**src/rtl/instr_loader_pkg.sv**
```systemverilog
// Shared definitions for the instruction loader: FSM encoding, halt marker and word geometry.
package loader_pkg;

    typedef enum logic [2:0] {
        S_IDLE  = 3'd0,
        S_POP   = 3'd1,
        S_ACK   = 3'd2,
        S_WRITE = 3'd3,
        S_DONE  = 3'd4
    } state_t;

    localparam logic [31:0] HALT_WORD      = 32'hFFFF_FFFF;
    localparam int          BYTES_PER_WORD = 4;

endpackage

```
**src/rtl/instr_loader_if.sv**
```systemverilog
// Bus bundle between the RX FIFO, the loader and instruction memory.
interface instr_loader_if #(
    parameter int N_DATA  = 8,
    parameter int NB_DATA = 32,
    parameter int NB_ADDR = 8
);
    // FIFO side is first-word-fall-through: din is valid whenever empty=0, and a
    // one-cycle read_tx pops it. Memory side: a write happens in each cycle with imem_wr_en=1.
    logic [N_DATA-1:0]  din;
    logic               empty;
    logic               read_tx;
    logic               finish_send;
    logic               imem_wr_en;
    logic [NB_ADDR-1:0] imem_addr;
    logic [NB_DATA-1:0] imem_wr_data;

    modport master (
        input  din, empty,
        output read_tx, finish_send, imem_wr_en, imem_addr, imem_wr_data
    );

    modport slave (
        output din, empty,
        input  read_tx, finish_send, imem_wr_en, imem_addr, imem_wr_data
    );

endinterface

```
**src/rtl/instr_loader_byte_assembler.sv**
```systemverilog
// Collects bytes little-endian into one word; word_ready flags the load that fills the last lane.
module byte_assembler
    import loader_pkg::*;
#(
    parameter int N_DATA  = 8,
    parameter int NB_DATA = 32
) (
    input  logic               clock,
    input  logic               reset,
    input  logic               load,
    input  logic               clear,
    input  logic [N_DATA-1:0]  din,
    output logic [NB_DATA-1:0] word,
    output logic               word_ready
);

    localparam int                LANES    = BYTES_PER_WORD;
    localparam int                IDX_W    = $clog2(LANES);
    localparam logic [IDX_W-1:0]  LAST_IDX = IDX_W'(LANES - 1);

    logic [IDX_W-1:0] byte_idx;

    always_ff @(posedge clock or negedge reset) begin
        if (!reset) begin
            byte_idx <= '0;
            word     <= '0;
        end else if (clear) begin
            byte_idx <= '0;
            word     <= '0;
        end else if (load) begin
            for (int i = 0; i < LANES; i++) begin
                if (byte_idx == IDX_W'(i)) begin
                    word[i*N_DATA +: N_DATA] <= din;
                end
            end
            byte_idx <= (byte_idx == LAST_IDX) ? '0 : byte_idx + 1'b1;
        end
    end

    assign word_ready = load && (byte_idx == LAST_IDX);

endmodule

```
**src/rtl/instr_loader.sv**
```systemverilog
// Loads a program from the UART RX FIFO into instruction memory until the halt word.
// Optional LOADER_CHECKSUM_EN adds a running XOR checksum of all written words.
module instr_loader #(
    parameter int                 N_DATA    = 8,
    parameter int                 NB_DATA   = 32,
    parameter int                 NB_ADDR   = 8,
    parameter logic [NB_DATA-1:0] HALT_WORD = loader_pkg::HALT_WORD
) (
    input  logic                clock,
    input  logic                reset,
    instr_loader_if.master      bus,
    output logic [NB_ADDR:0]    word_count,
    output logic                load_done,
    output logic                overflow,
    output logic                pipe_enable,
`ifdef LOADER_CHECKSUM_EN
    output logic [NB_DATA-1:0]  checksum,
    output logic                checksum_valid,
`endif
    output loader_pkg::state_t  dbg_state
);
    import loader_pkg::*;

    state_t             state, state_next;
    logic [NB_ADDR-1:0] addr;
    logic [NB_DATA-1:0] word;
    logic               word_ready;
    logic               is_halt;
    logic               at_last;

    byte_assembler #(.N_DATA(N_DATA), .NB_DATA(NB_DATA)) u_asm (
        .clock      (clock),
        .reset      (reset),
        .load       (state == S_POP),
        .clear      (state == S_WRITE),
        .din        (bus.din),
        .word       (word),
        .word_ready (word_ready)
    );

    assign is_halt = (word == HALT_WORD);
    assign at_last = (addr == '1);

    always_ff @(posedge clock or negedge reset) begin
        if (!reset) state <= S_IDLE;
        else        state <= state_next;
    end

    // empty is only looked at in S_IDLE, so glitches elsewhere are harmless.
    always_comb begin
        state_next = state;
        case (state)
            S_IDLE:  if (!bus.empty) state_next = S_POP;
            S_POP:   state_next = word_ready ? S_WRITE : S_ACK;
            S_ACK:   state_next = S_IDLE;
            S_WRITE: state_next = (is_halt || at_last) ? S_DONE : S_IDLE;
            S_DONE:  state_next = S_DONE;
            default: state_next = S_IDLE;
        endcase
    end

    // Halt wins over a full memory: overflow only when the last slot held a non-halt word.
    always_ff @(posedge clock or negedge reset) begin
        if (!reset) begin
            addr       <= '0;
            word_count <= '0;
            overflow   <= 1'b0;
        end else if (state == S_WRITE) begin
            word_count <= word_count + 1'b1;
            if (!is_halt && at_last)  overflow <= 1'b1;
            if (!is_halt && !at_last) addr     <= addr + 1'b1;
        end
    end

`ifdef LOADER_CHECKSUM_EN
    always_ff @(posedge clock or negedge reset) begin
        if (!reset)                 checksum <= '0;
        else if (state == S_WRITE)  checksum <= checksum ^ word;
    end
    assign checksum_valid = load_done;
`endif

    assign bus.read_tx      = (state == S_POP);
    assign bus.finish_send  = (state == S_ACK) || (state == S_WRITE);
    assign bus.imem_wr_en   = (state == S_WRITE);
    assign bus.imem_addr    = addr;
    assign bus.imem_wr_data = word;
    assign load_done        = (state == S_DONE);
    assign pipe_enable      = load_done & ~overflow;
    assign dbg_state        = state;

endmodule

```
**src/flat_wrapper.sv**
```systemverilog
// flat-port wrapper written by rule: the top's interface ports become plain ports
module instr_loader_flat import loader_pkg::*;
#(
    parameter int                 N_DATA    = 8,
    parameter int                 NB_DATA   = 32,
    parameter int                 NB_ADDR   = 8,
    parameter logic [NB_DATA-1:0] HALT_WORD = loader_pkg::HALT_WORD
)
  (clock, reset, word_count, load_done, overflow, pipe_enable, dbg_state, bus_din, bus_empty, bus_read_tx, bus_finish_send, bus_imem_wr_en, bus_imem_addr, bus_imem_wr_data);
  instr_loader_if #(.N_DATA(N_DATA), .NB_DATA(NB_DATA), .NB_ADDR(NB_ADDR)) bus_i ();
  input  logic clock;
  input  logic reset;
  output logic [NB_ADDR:0] word_count;
  output logic load_done;
  output logic overflow;
  output logic pipe_enable;
  output loader_pkg::state_t dbg_state;
  input wire logic [$bits(bus_i.din)-1:0] bus_din;
  input wire logic [$bits(bus_i.empty)-1:0] bus_empty;
  output wire logic [$bits(bus_i.read_tx)-1:0] bus_read_tx;
  output wire logic [$bits(bus_i.finish_send)-1:0] bus_finish_send;
  output wire logic [$bits(bus_i.imem_wr_en)-1:0] bus_imem_wr_en;
  output wire logic [$bits(bus_i.imem_addr)-1:0] bus_imem_addr;
  output wire logic [$bits(bus_i.imem_wr_data)-1:0] bus_imem_wr_data;
  assign bus_i.din = bus_din;
  assign bus_i.empty = bus_empty;
  assign bus_read_tx = bus_i.read_tx;
  assign bus_finish_send = bus_i.finish_send;
  assign bus_imem_wr_en = bus_i.imem_wr_en;
  assign bus_imem_addr = bus_i.imem_addr;
  assign bus_imem_wr_data = bus_i.imem_wr_data;
  instr_loader #(.N_DATA(N_DATA), .NB_DATA(NB_DATA), .NB_ADDR(NB_ADDR), .HALT_WORD(HALT_WORD)) u_core (.clock(clock), .reset(reset), .bus(bus_i), .word_count(word_count), .load_done(load_done), .overflow(overflow), .pipe_enable(pipe_enable), .dbg_state(dbg_state));
endmodule
```
**config.mk**
```make
export PLATFORM = sky130hd
export DESIGN_NAME = instr_loader_flat
export DESIGN_NICKNAME = d
export VERILOG_FILES = /design/src/rtl/instr_loader_pkg.sv /design/src/rtl/instr_loader_if.sv /design/src/rtl/instr_loader_byte_assembler.sv /design/src/rtl/instr_loader.sv /design/src/flat_wrapper.sv
export SDC_FILE = /design/constraint.sdc
export NUM_CORES = 1
export LEC_CHECK = 0
export ABC_AREA = 0
export BUFFER_PORTS_ARGS = -buffer_cell sky130_fd_sc_hd__buf_2
export CORE_MARGIN = 4
export CORE_UTILIZATION = 40
export DETAILED_ROUTE_END_ITERATION = 12
export GPL_TIMING_DRIVEN = 0
export PLACE_DENSITY = 0.78
export SLEW_MARGIN = 10
export SYNTH_ARGS = -nofsm -noshare
export SYNTH_HDL_FRONTEND = slang
export SYNTH_SLANG_ARGS = --single-unit
```
**constraint.sdc**
```tcl
create_clock -name clock -period 1.45 [get_ports clock]
set_input_delay 0.2175 -clock clock [delete_from_list [all_inputs] [get_ports clock]]
set_output_delay 0.2175 -clock clock [all_outputs]
set_load 0.01 [all_outputs]
```
==> results.sh, run 1 <==
export IMPL_status="finished with violations"
export IMPL_violations="negative hold slack, negative setup slack"
export IMPL_cp_arrival_ps=1770
export IMPL_grt_pass1_wl_mm=9.87
export IMPL_p_switching_mw=2.43
export IMPL_overflow=0
export IMPL_core_um2=5610
export IMPL_drive_gt1_frac=0.441
export IMPL_port_buffers=68
export IMPL_rsz0062_at_grt="yes"
export IMPL_dr_wl_met3_um=450
export IMPL_yosys_warnings=0
export IMPL_synth_simple_area_share=0.202
export IMPL_fin_crit_sh=1.09
export IMPL_start_util=0.421
export IMPL_synth_area_um2=2360
export IMPL_cp_required_ps=1650
export IMPL_wirelength_mm=6.33
export IMPL_hold_violations=55
export IMPL_gp_congestion=0.840
export IMPL_cts_buffers=5
export IMPL_dr_max_layer_used="met4"
export IMPL_final_cells=412
export IMPL_yosysTopAreaCell="dfrtp_1"
export IMPL_hp_class="primary input to asynchronous set/reset pin"
export IMPL_final_antenna_net_count=0
export IMPL_die_w_um=84.9
export IMPL_crit_slowest_cell="nor4_4"
export IMPL_cts_buffer_depth=2
export IMPL_clkPwrFrac=0.166
export IMPL_clock_skew_ps=3.31
export IMPL_n_antenna_cell=0
export IMPL_placedCellCount=373
export IMPL_final_setup_viol_count=15
export IMPL_fin_ws_ps=-123
export IMPL_p_seq_frac=0.402
export IMPL_io_pins=69
export IMPL_cpPeakStageDelay_ps=410
export IMPL_antenna_found_initial=0
export IMPL_fp_dieH_um=84.9
export IMPL_slew_limit_headroom=0.536
export IMPL_internal_power_mw=3.92
export IMPL_dr_pass1_iters=4
export IMPL_drc=0
export IMPL_synth_seq_cells=55
export IMPL_synth_top_area_share=0.582
export IMPL_synth_ff_type="dfrtp_1"
export IMPL_clock_latency_ps=300
export IMPL_synth_seq_area_share=0.582
export IMPL_wl_met1_mm=2.73
export IMPL_vias=2098
export IMPL_synth_top_family_by_area="simple AND/OR/NAND/NOR gates"
export IMPL_drtIter0Drc=142
export IMPL_fill_cells=488
export IMPL_synthMuxAreaShare=0.00476
export IMPL_drt_vias_per_instance=5.09
export IMPL_syn_avg_cell_area_um2=10.1
export IMPL_path_cells="nand4_1 > nor4_4 > a21oi_4 > nand2_2 > mux2_4"
export IMPL_yosysUniqueCellTypes=34
export IMPL_swShare=0.383
export IMPL_netlist_top_cells_area="dfrtp_1 (58%), nand2_1 (9.5%), o21ai_0 (6.8%)"
export IMPL_synth_xor_area_frac=0.0556
export IMPL_timing_fmax_mhz=636
export IMPL_maxCapViolCount=0
export IMPL_synth_compound_area_share=0.0932
export IMPL_power_density_nw_per_um2=1860
export IMPL_cts_root_buf="clkbuf_8"
export IMPL_post_route_util=0.607
export IMPL_tightest_slew_ps=697
export IMPL_grt_pass1_vias=1974
export IMPL_area_delta_synth_final_pct=44.0
export IMPL_synth_edf_count=0
export IMPL_track_usage=0.172
export IMPL_cts_sinks=55
export IMPL_ir_worst_vdd_v=0.000836
export IMPL_worstSetupPathType="flip-flop to flip-flop"
export IMPL_dieArea_um2=7200
export IMPL_synthCells=233
export IMPL_drv_slew=0
export IMPL_crit_fanout=3
export IMPL_wl_per_cell_um=15.4
export IMPL_power_leakage_nw=1.76
export IMPL_end_kind="flip-flop"
export IMPL_rows=27
export IMPL_hold_slack_ps=-58.6
export IMPL_async_flop_share=1.00
export IMPL_dpl_hpwl_mm=4.10
export IMPL_start_kind="flip-flop"
export IMPL_final_min_clock_period_ps=1570
export IMPL_wl_met2_mm=3.01
export IMPL_layout_common_cells="buf_2 (65), dfrtp_1 (54), nand2_1 (52)"
export IMPL_crit_family="simple AND/OR/NAND/NOR gates"
export IMPL_grt_max_degree=56
export IMPL_final_common_cell="buf_2"
export IMPL_cts_tree="yes"
export IMPL_finish_net_count=356
export IMPL_clk_pin_slew_ps=100
export IMPL_combPwrFrac=0.432
export IMPL_h_tree_depth=2
export IMPL_synthAdderAreaFrac=0.0318
export IMPL_syn_nets=250
export IMPL_worst_path_buf_inv=0
-- power groups by stage --
stage / combinational [mW] / sequential [mW] / clock [mW]
after floorplan: 0.898 / 2.75 / 0
after global placement: 1.90 / 2.56 / 0
after detailed placement: 1.99 / 2.57 / 0
after CTS: 2.31 / 2.53 / 1.07
after global routing: 3.03 / 2.62 / 1.15
final: 2.74 / 2.55 / 1.05
-- stage by stage --
stage	setup TNS [ps]	area, um2	total power, mW	worst slack, ps
detailed placement	-5770	2830	4.56	-304
global route	-3080	3400	6.80	-190
floorplan	-867	2400	3.65	-109
global placement	-4060	2830	4.45	-272
finish	-543	3400	6.35	-123
CTS	-861	3150	5.92	-141
-- kinds of logic (layout without fill, tap and decap cells) --
family | after synthesis | after routing
XOR/XNOR | 15 | 15
flip-flops | 55 | 55
multiplexers | 1 | 1
adder cells (fa/ha/maj) | 6 | 6
AO/OA/AOI/OAI | 42 | 42
buffers and inverters | 13 | 120
AND/OR/NAND/NOR | 101 | 101
-- flip-flops by register name, summed over array words and instances (netlist names) --
signal,count
u_core.u_asm.word,32
u_core.word_count,9
u_core.bus.imem_addr,8
u_core.dbg_state,3
u_core.u_asm.byte_idx,2
u_core.overflow,1
-- Yosys cell counts (3+ instances only) --
cell type and n:
clkbuf_1 3, dfrtp_1 55, ha_1 6, inv_1 3
nand2_1 60, nand3_1 6, nand4_1 12, nor2_1 8
o21ai_0 32, o21ai_1 5, xnor2_1 11, xor2_1 4
-- area by class of cell --
class / count / area, um2 / area share
plain buffers: 7 / 75.1 / 0.0221
flip-flops and latches: 55 / 1380 / 0.405
inverters: 4 / 22.5 / 0.00662
clock buffers: 6 / 82.6 / 0.0243
multi-input cells: 165 / 1070 / 0.315
well taps: 72 / 90.1 / 0.0265
clock inverters: 2 / 35.0 / 0.0103
repair buffers: 101 / 648 / 0.190
-- layer usage --
metal | GRT usage | vias to the layer above
met5 | 0 | -
met4 | 0.0475 | 0
met3 | 0.0476 | 12
met2 | 0.276 | 69
met1 | 0.229 | 1016
li1 | - | 1001
-- path summary, 6_finish.rpt --
path                                              startpoint                             endpoint  slack [ps]  cells past startpoint
setup / recovery           u_core.u_asm.word[15]$_DFFE_PN0P_  u_core.bus.imem_addr[1]$_DFFE_PN0P_        -120                      5
hold / removal                                         reset      u_core.dbg_state[1]$_DFFE_PN0P_         -60                      1
setup reg to reg           u_core.u_asm.word[15]$_DFFE_PN0P_  u_core.bus.imem_addr[1]$_DFFE_PN0P_        -120                      5
hold reg to reg             u_core.word_count[8]$_DFFE_PN0P_     u_core.word_count[8]$_DFFE_PN0P_         470                      1
max in group asynchronous                              reset      u_core.dbg_state[2]$_DFFE_PN0P_        1030                      1
min in group clock                                bus_din[5]    u_core.u_asm.word[29]$_DFFE_PN0P_         150                      3
-- repair_timing --
item	in CTS	in global routing
setup endpoints to repair	46	48
hold endpoints to repair	0	0
setup buffers	16	14
hold buffers	0	0
pin swaps	10	20
cloned	1	2
resized for setup	22	63
Note: power is estimated with default switching activity, not from simulation.
==> run 2: changes to the inputs <==
--- a/config.mk
+++ b/config.mk
@@ -11,7 +11,7 @@
 export CORE_UTILIZATION = 40
 export DETAILED_ROUTE_END_ITERATION = 12
 export GPL_TIMING_DRIVEN = 0
-export PLACE_DENSITY = 0.78
+export PLACE_DENSITY_LB_ADDON = 0.12
 export SLEW_MARGIN = 10
 export SYNTH_ARGS = -nofsm -noshare
 export SYNTH_HDL_FRONTEND = slang
==> results.sh, run 2 (synthesis gave the netlist of run 1 again) <==
export IMPL_power_leakage_nw=1.76
export IMPL_fill_cells=521
export IMPL_regArea_um2=1380
export IMPL_hold_path_endpoint="u_core.u_asm.word[26]$_DFFE_PN0P_"
export IMPL_gp_congestion=0.760
export IMPL_wl_per_cell_um=14.0
export IMPL_largest_reg_flops=32
export IMPL_hold_path_depth=3
export IMPL_clk_pin_slew_ps=90
export IMPL_cts_tree="yes"
export IMPL_n_antenna_cell=0
export IMPL_grt_busiest_layer="met2"
export IMPL_ir_worst_vdd_v=0.000909
export IMPL_start_util=0.421
export IMPL_drv_slew=0
export IMPL_rsz0062_at_grt="yes"
export IMPL_final_common_cell="buf_2"
export IMPL_rows=27
export IMPL_h_tree_depth=2
export IMPL_drtIter0Drc=91
export IMPL_final_setup_viol_count=10
export IMPL_power_density_nw_per_um2=1840
export IMPL_use_met2=0.253
export IMPL_antenna_found_initial=0
export IMPL_hold_path_startpoint="bus_din[2]"
export IMPL_cts_buffers=5
export IMPL_cp_arrival_ps=1770
export IMPL_slew_limit_headroom=0.641
export IMPL_fp_dieH_um=84.9
export IMPL_die_w_um=84.9
export IMPL_drc=0
export IMPL_port_buffers=68
export IMPL_cts_buffer_depth=2
export IMPL_reg2reg_slack_ps=-130
export IMPL_status="finished with violations"
export IMPL_timing_fmax_mhz=634
export IMPL_worstSetupPathType="flip-flop to flip-flop"
export IMPL_maxCapViolCount=0
export IMPL_track_usage=0.164
export IMPL_grt_max_degree=35
export IMPL_placedCellCount=374
export IMPL_dpl_hpwl_mm=4.20
export IMPL_start_kind="flip-flop"
export IMPL_finish_net_count=356
export IMPL_end_kind="flip-flop"
export IMPL_final_antenna_net_count=0
export IMPL_drt_vias_per_instance=4.88
export IMPL_grt_pass1_wl_mm=9.58
export IMPL_clock_skew_ps=5.51
export IMPL_r2r_end="u_core.bus.imem_addr[1]$_DFFE_PN0P_"
export IMPL_violations="negative setup slack"
export IMPL_wirelength_mm=5.76
export IMPL_multi_input_area_um2=1030
export IMPL_core_um2=5610
export IMPL_grtUsageMet3=0.0485
export IMPL_cts_root_buf="clkbuf_8"
export IMPL_vias=2010
export IMPL_fin_crit_sh=1.09
export IMPL_fin_ws_ps=-127
export IMPL_drive_gt1_frac=0.403
export IMPL_layout_common_cells="buf_2 (67), nand2_1 (57), dfrtp_1 (54)"
export IMPL_hold_violations=0
export IMPL_met1_usage=0.232
export IMPL_grt_pass1_vias=1938
export IMPL_clock_latency_ps=300
export IMPL_r2r_start="u_core.u_asm.word[2]$_DFFE_PN0P_"
export IMPL_cp_required_ps=1640
export IMPL_overflow=0
export IMPL_area_delta_synth_final_pct=41.3
export IMPL_regMostFlops="u_core.u_asm.word"
export IMPL_dieArea_um2=7200
export IMPL_final_cells=412
export IMPL_dr_pass1_iters=4
export IMPL_tns_ps=-778
export IMPL_r2r_cells=6
export IMPL_crit_fanout=3
export IMPL_final_min_clock_period_ps=1580
export IMPL_hp_class="primary input to flip-flop"
export IMPL_tightest_slew_ps=538
export IMPL_cts_sinks=55
export IMPL_io_pins=69
run 2: cell count changes in the layout (fill, tap and decap cells not counted), moves of 5 or more:
cell,change
buf_4,+7
nand2_1,+5
nand2_2,-5
o21ai_0,+17
buf_6,-12
o21ai_1,-16
run 2: cell type report:
class,instances,share of cell area
plain buffers,7,0.0184
clock buffers,6,0.0247
clock inverters,2,0.0105
inverters,4,0.00599
multi-input cells,165,0.310
flip-flops and latches,55,0.412
well taps,72,0.0270
repair buffers,101,0.191
run 2: worst max-delay path by stage:
stage | to | startpoint | slack [ps] | cells after the start
3_5_place_dp | u_core.bus.imem_addr[1]$_DFFE_PN0P_ | u_core.u_asm.word[10]$_DFFE_PN0P_ | -320 | 5
6_report | u_core.bus.imem_addr[1]$_DFFE_PN0P_ | u_core.u_asm.word[2]$_DFFE_PN0P_ | -130 | 6
2_1_floorplan | u_core.word_count[7]$_DFFE_PN0P_ | u_core.dbg_state[0]$_DFFE_PN0P_ | -110 | 8
4_1_cts | u_core.bus.imem_addr[1]$_DFFE_PN0P_ | u_core.u_asm.word[5]$_DFFE_PN0P_ | -130 | 6
3_3_place_gp | u_core.bus.imem_addr[1]$_DFFE_PN0P_ | u_core.u_asm.word[9]$_DFFE_PN0P_ | -300 | 5
5_1_grt | u_core.bus.imem_addr[7]$_DFFE_PN0P_ | u_core.u_asm.word[0]$_DFFE_PN0P_ | -200 | 7
run 2: stage by stage:
step | hold slack, ps | instance area [um2] | setup slack (ps) | util | power, mW
4_1_cts | 141 | 3200 | -127 | 0.570 | 5.97
3_3_place_gp | 449 | 2830 | -302 | 0.504 | 4.48
6_report | 149 | 3340 | -127 | 0.596 | 6.15
2_1_floorplan | -78.1 | 2400 | -109 | - | 3.65
5_1_grt | 145 | 3340 | -202 | 0.596 | 6.61
3_5_place_dp | 229 | 2850 | -323 | 0.508 | 4.56
run 2: metal layers:
| metal | wire [um] | share of wire |
|---|---|---|
| met1 | 2720 | 0.47 |
| met2 | 2640 | 0.46 |
| met3 | 360 | 0.062 |
| met4 | 40 | 0.0069 |
| met5 | 0 | 0 |
run 2: where the power goes:
part | internal (mW) | total [mW] | switching (mW)
registers | 2.07 | 2.52 | 0.447
logic | 1.24 | 2.59 | 1.35
clock network | 0.559 | 1.04 | 0.479
total | 3.87 | 6.15 | 2.27
run 2: repair_timing:
item | 4_1_cts | 5_1_grt
setup buffers | 17 | 13
hold endpoints to repair | 21 | 0
resized for setup | 20 | 19
hold buffers | 1 | 0
setup endpoints to repair | 47 | 47
gates cloned | 1 | 0
pin swaps | 7 | 8
run 2: worst max-delay path: stages (launching register included):
cell and delay, ps:
dfrtp_1 390, nand4_1 170, nor4_4 280, buf_4 180, a21oi_4 60, nand2_2 90, mux2_4 300
==> run 3: changes to the inputs <==
--- a/config.mk
+++ b/config.mk
@@ -7,6 +7,7 @@
 export LEC_CHECK = 0
 export ABC_AREA = 0
 export BUFFER_PORTS_ARGS = -buffer_cell sky130_fd_sc_hd__buf_2
+export CORE_ASPECT_RATIO = 0.5
 export CORE_MARGIN = 4
 export CORE_UTILIZATION = 40
 export DETAILED_ROUTE_END_ITERATION = 12
==> results.sh, run 3 (synthesis gave the netlist of run 1 again) <==
export IMPL_drt_vias_per_instance=5.07
export IMPL_fill_cells=487
export IMPL_port_buffers=68
export IMPL_fin_crit_sh=1.09
export IMPL_core_um2=5610
export IMPL_r2r_start="u_core.u_asm.word[9]$_DFFE_PN0P_"
export IMPL_slew_limit_headroom=0.541
export IMPL_dieArea_um2=7280
export IMPL_dpl_hpwl_mm=4.13
export IMPL_start_util=0.421
export IMPL_cpPeakStageDelay_ps=380
export IMPL_overflow=0
export IMPL_hold_slack_ps=-36.2
export IMPL_rsz0062_at_grt="yes"
export IMPL_ir_worst_vdd_v=0.000808
export IMPL_status="finished with violations"
export IMPL_h_tree_depth=2
export IMPL_placed_area_um2=2830
export IMPL_final_antenna_net_count=0
export IMPL_final_common_cell="buf_2"
export IMPL_clock_latency_ps=290
export IMPL_crit_slowest_cell="dfrtp_1"
export IMPL_cts_root_buf="clkbuf_16"
export IMPL_drive_gt1_frac=0.425
export IMPL_drv_slew=0
export IMPL_power_leakage_nw=1.83
export IMPL_gp_congestion=0.779
export IMPL_largest_reg_flops=32
export IMPL_tightest_slew_ps=688
export IMPL_p_switching_mw=2.36
export IMPL_finish_net_count=358
export IMPL_cts_buffers=5
export IMPL_hold_violations=55
export IMPL_grt_pass1_vias=1942
export IMPL_crit_fanout=3
export IMPL_wl_per_cell_um=14.9
export IMPL_final_min_clock_period_ps=1590
export IMPL_p_seq_frac=0.394
export IMPL_vias=2097
export IMPL_reg2reg_slack_ps=-140
export IMPL_r2r_end="u_core.bus.imem_addr[1]$_DFFE_PN0P_"
export IMPL_swShare=0.364
export IMPL_drtIter0Drc=120
export IMPL_cp_startpoint="u_core.u_asm.word[9]$_DFFE_PN0P_"
export IMPL_grt_max_degree=56
export IMPL_cts_buffer_depth=2
export IMPL_cp_required_ps=1620
export IMPL_rows=19
export IMPL_wirelength_mm=6.16
export IMPL_track_usage=0.169
export IMPL_tns_ps=-714
export IMPL_placedCellCount=374
export IMPL_cts_tree="yes"
export IMPL_end_kind="flip-flop"
export IMPL_fin_area_um2=3450
export IMPL_clkPwrFrac=0.204
export IMPL_combPwrFrac=0.402
export IMPL_fin_ws_ps=-135
export IMPL_power_density_nw_per_um2=1880
export IMPL_cts_sinks=55
export IMPL_ctsHoldBuffers=0
export IMPL_regMostFlops="u_core.u_asm.word"
export IMPL_p_total_mw=6.49
export IMPL_maxCapViolCount=0
export IMPL_final_cells=414
export IMPL_clock_skew_ps=7.00
export IMPL_start_kind="flip-flop"
export IMPL_grt_pass1_wl_mm=9.78
export IMPL_clk_pin_slew_ps=70
export IMPL_die_w_um=117
export IMPL_timing_fmax_mhz=631
export IMPL_area_delta_synth_final_pct=45.8
export IMPL_final_setup_viol_count=11
export IMPL_internal_power_mw=4.13
export IMPL_worstSetupPathType="flip-flop to flip-flop"
export IMPL_antenna_found_initial=0
export IMPL_dr_pass1_iters=5
export IMPL_cp_arrival_ps=1750
export IMPL_path_cells="nand4_1 > nor4_4 > buf_4 > a21oi_4 > nand2_2 > mux2_4"
export IMPL_r2r_cells=6
export IMPL_drc=0
export IMPL_n_antenna_cell=0
export IMPL_io_pins=69
export IMPL_hp_class="primary input to asynchronous set/reset pin"
export IMPL_violations="negative hold slack, negative setup slack"
export IMPL_layout_common_cells="buf_2 (65), nand2_1 (57), dfrtp_1 (54)"
export IMPL_fp_dieH_um=62.4
[run 3: cell count changes in the layout (fill, tap and decap cells not counted), moves of 3 or more]
cell       delta
xnor2_2       +3
xnor2_1       -3
buf_6         +7
clkbuf_16     +5
nand3_1       -3
clkbuf_8      -6
[run 3: cell type report]
cell class / count / area [um2] / area share
clock buffers: 6 / 129 / 0.0374
inverters: 4 / 20.0 / 0.00581
multi-input cells: 165 / 1080 / 0.313
repair buffers: 103 / 652 / 0.189
flip-flops and latches: 55 / 1380 / 0.400
plain buffers: 7 / 67.6 / 0.0196
clock inverters: 1 / 30.0 / 0.00871
well taps: 73 / 91.3 / 0.0265
[run 3: layer usage]
metal | wire, um | track usage
met1 | 2700 | 0.234
met2 | 3130 | 0.277
met3 | 307 | 0.0349
met4 | 27 | 0.0329
met5 | 0 | 0
[run 3: critical path, delay by kind of cell, from the launching register on]
kind	cells	cell delay, ps
simple gates	3	540
flops	1	380
mux	1	290
buf+inv	1	180
compound gates	1	70
[run 3: power by group through the flow]
stage          Combinational (mW)  Clock, mW  Sequential, mW
2_1_floorplan               0.898          0            2.75
3_3_place_gp                 1.93          0            2.56
3_5_place_dp                 1.97          0            2.57
4_1_cts                      2.22       1.35            2.55
5_1_grt                      2.90       1.43            2.63
6_report                     2.61       1.32            2.56
[run 3: repair_timing]
action                                  in CTS  in global routing
endpoints found under the setup margin      46                 49
setup buffers                               13                 23
gates cloned                                 1                  0
pin swaps                                    6                 19
resized for setup                           21                 37
[run 3: how the worst max path moves through the flow]
stage                                               end  slack, ps  depth (start not counted)
floorplan              u_core.word_count[7]$_DFFE_PN0P_       -110                          8
global placement    u_core.bus.imem_addr[1]$_DFFE_PN0P_       -290                          5
detailed placement  u_core.bus.imem_addr[1]$_DFFE_PN0P_       -310                          5
CTS                 u_core.bus.imem_addr[1]$_DFFE_PN0P_       -160                          5
global route        u_core.bus.imem_addr[1]$_DFFE_PN0P_       -190                          6
finish              u_core.bus.imem_addr[1]$_DFFE_PN0P_       -140                          6
[run 3: metrics by stage]
step / hold slack (ps) / util / setup slack, ps
4_1_cts: 159 / 0.562 / -158
3_5_place_dp: 454 / 0.504 / -307
5_1_grt: 27.3 / 0.614 / -190
3_3_place_gp: 448 / 0.504 / -295
6_report: -36.2 / 0.614 / -135
2_1_floorplan: -78.1 / - / -109
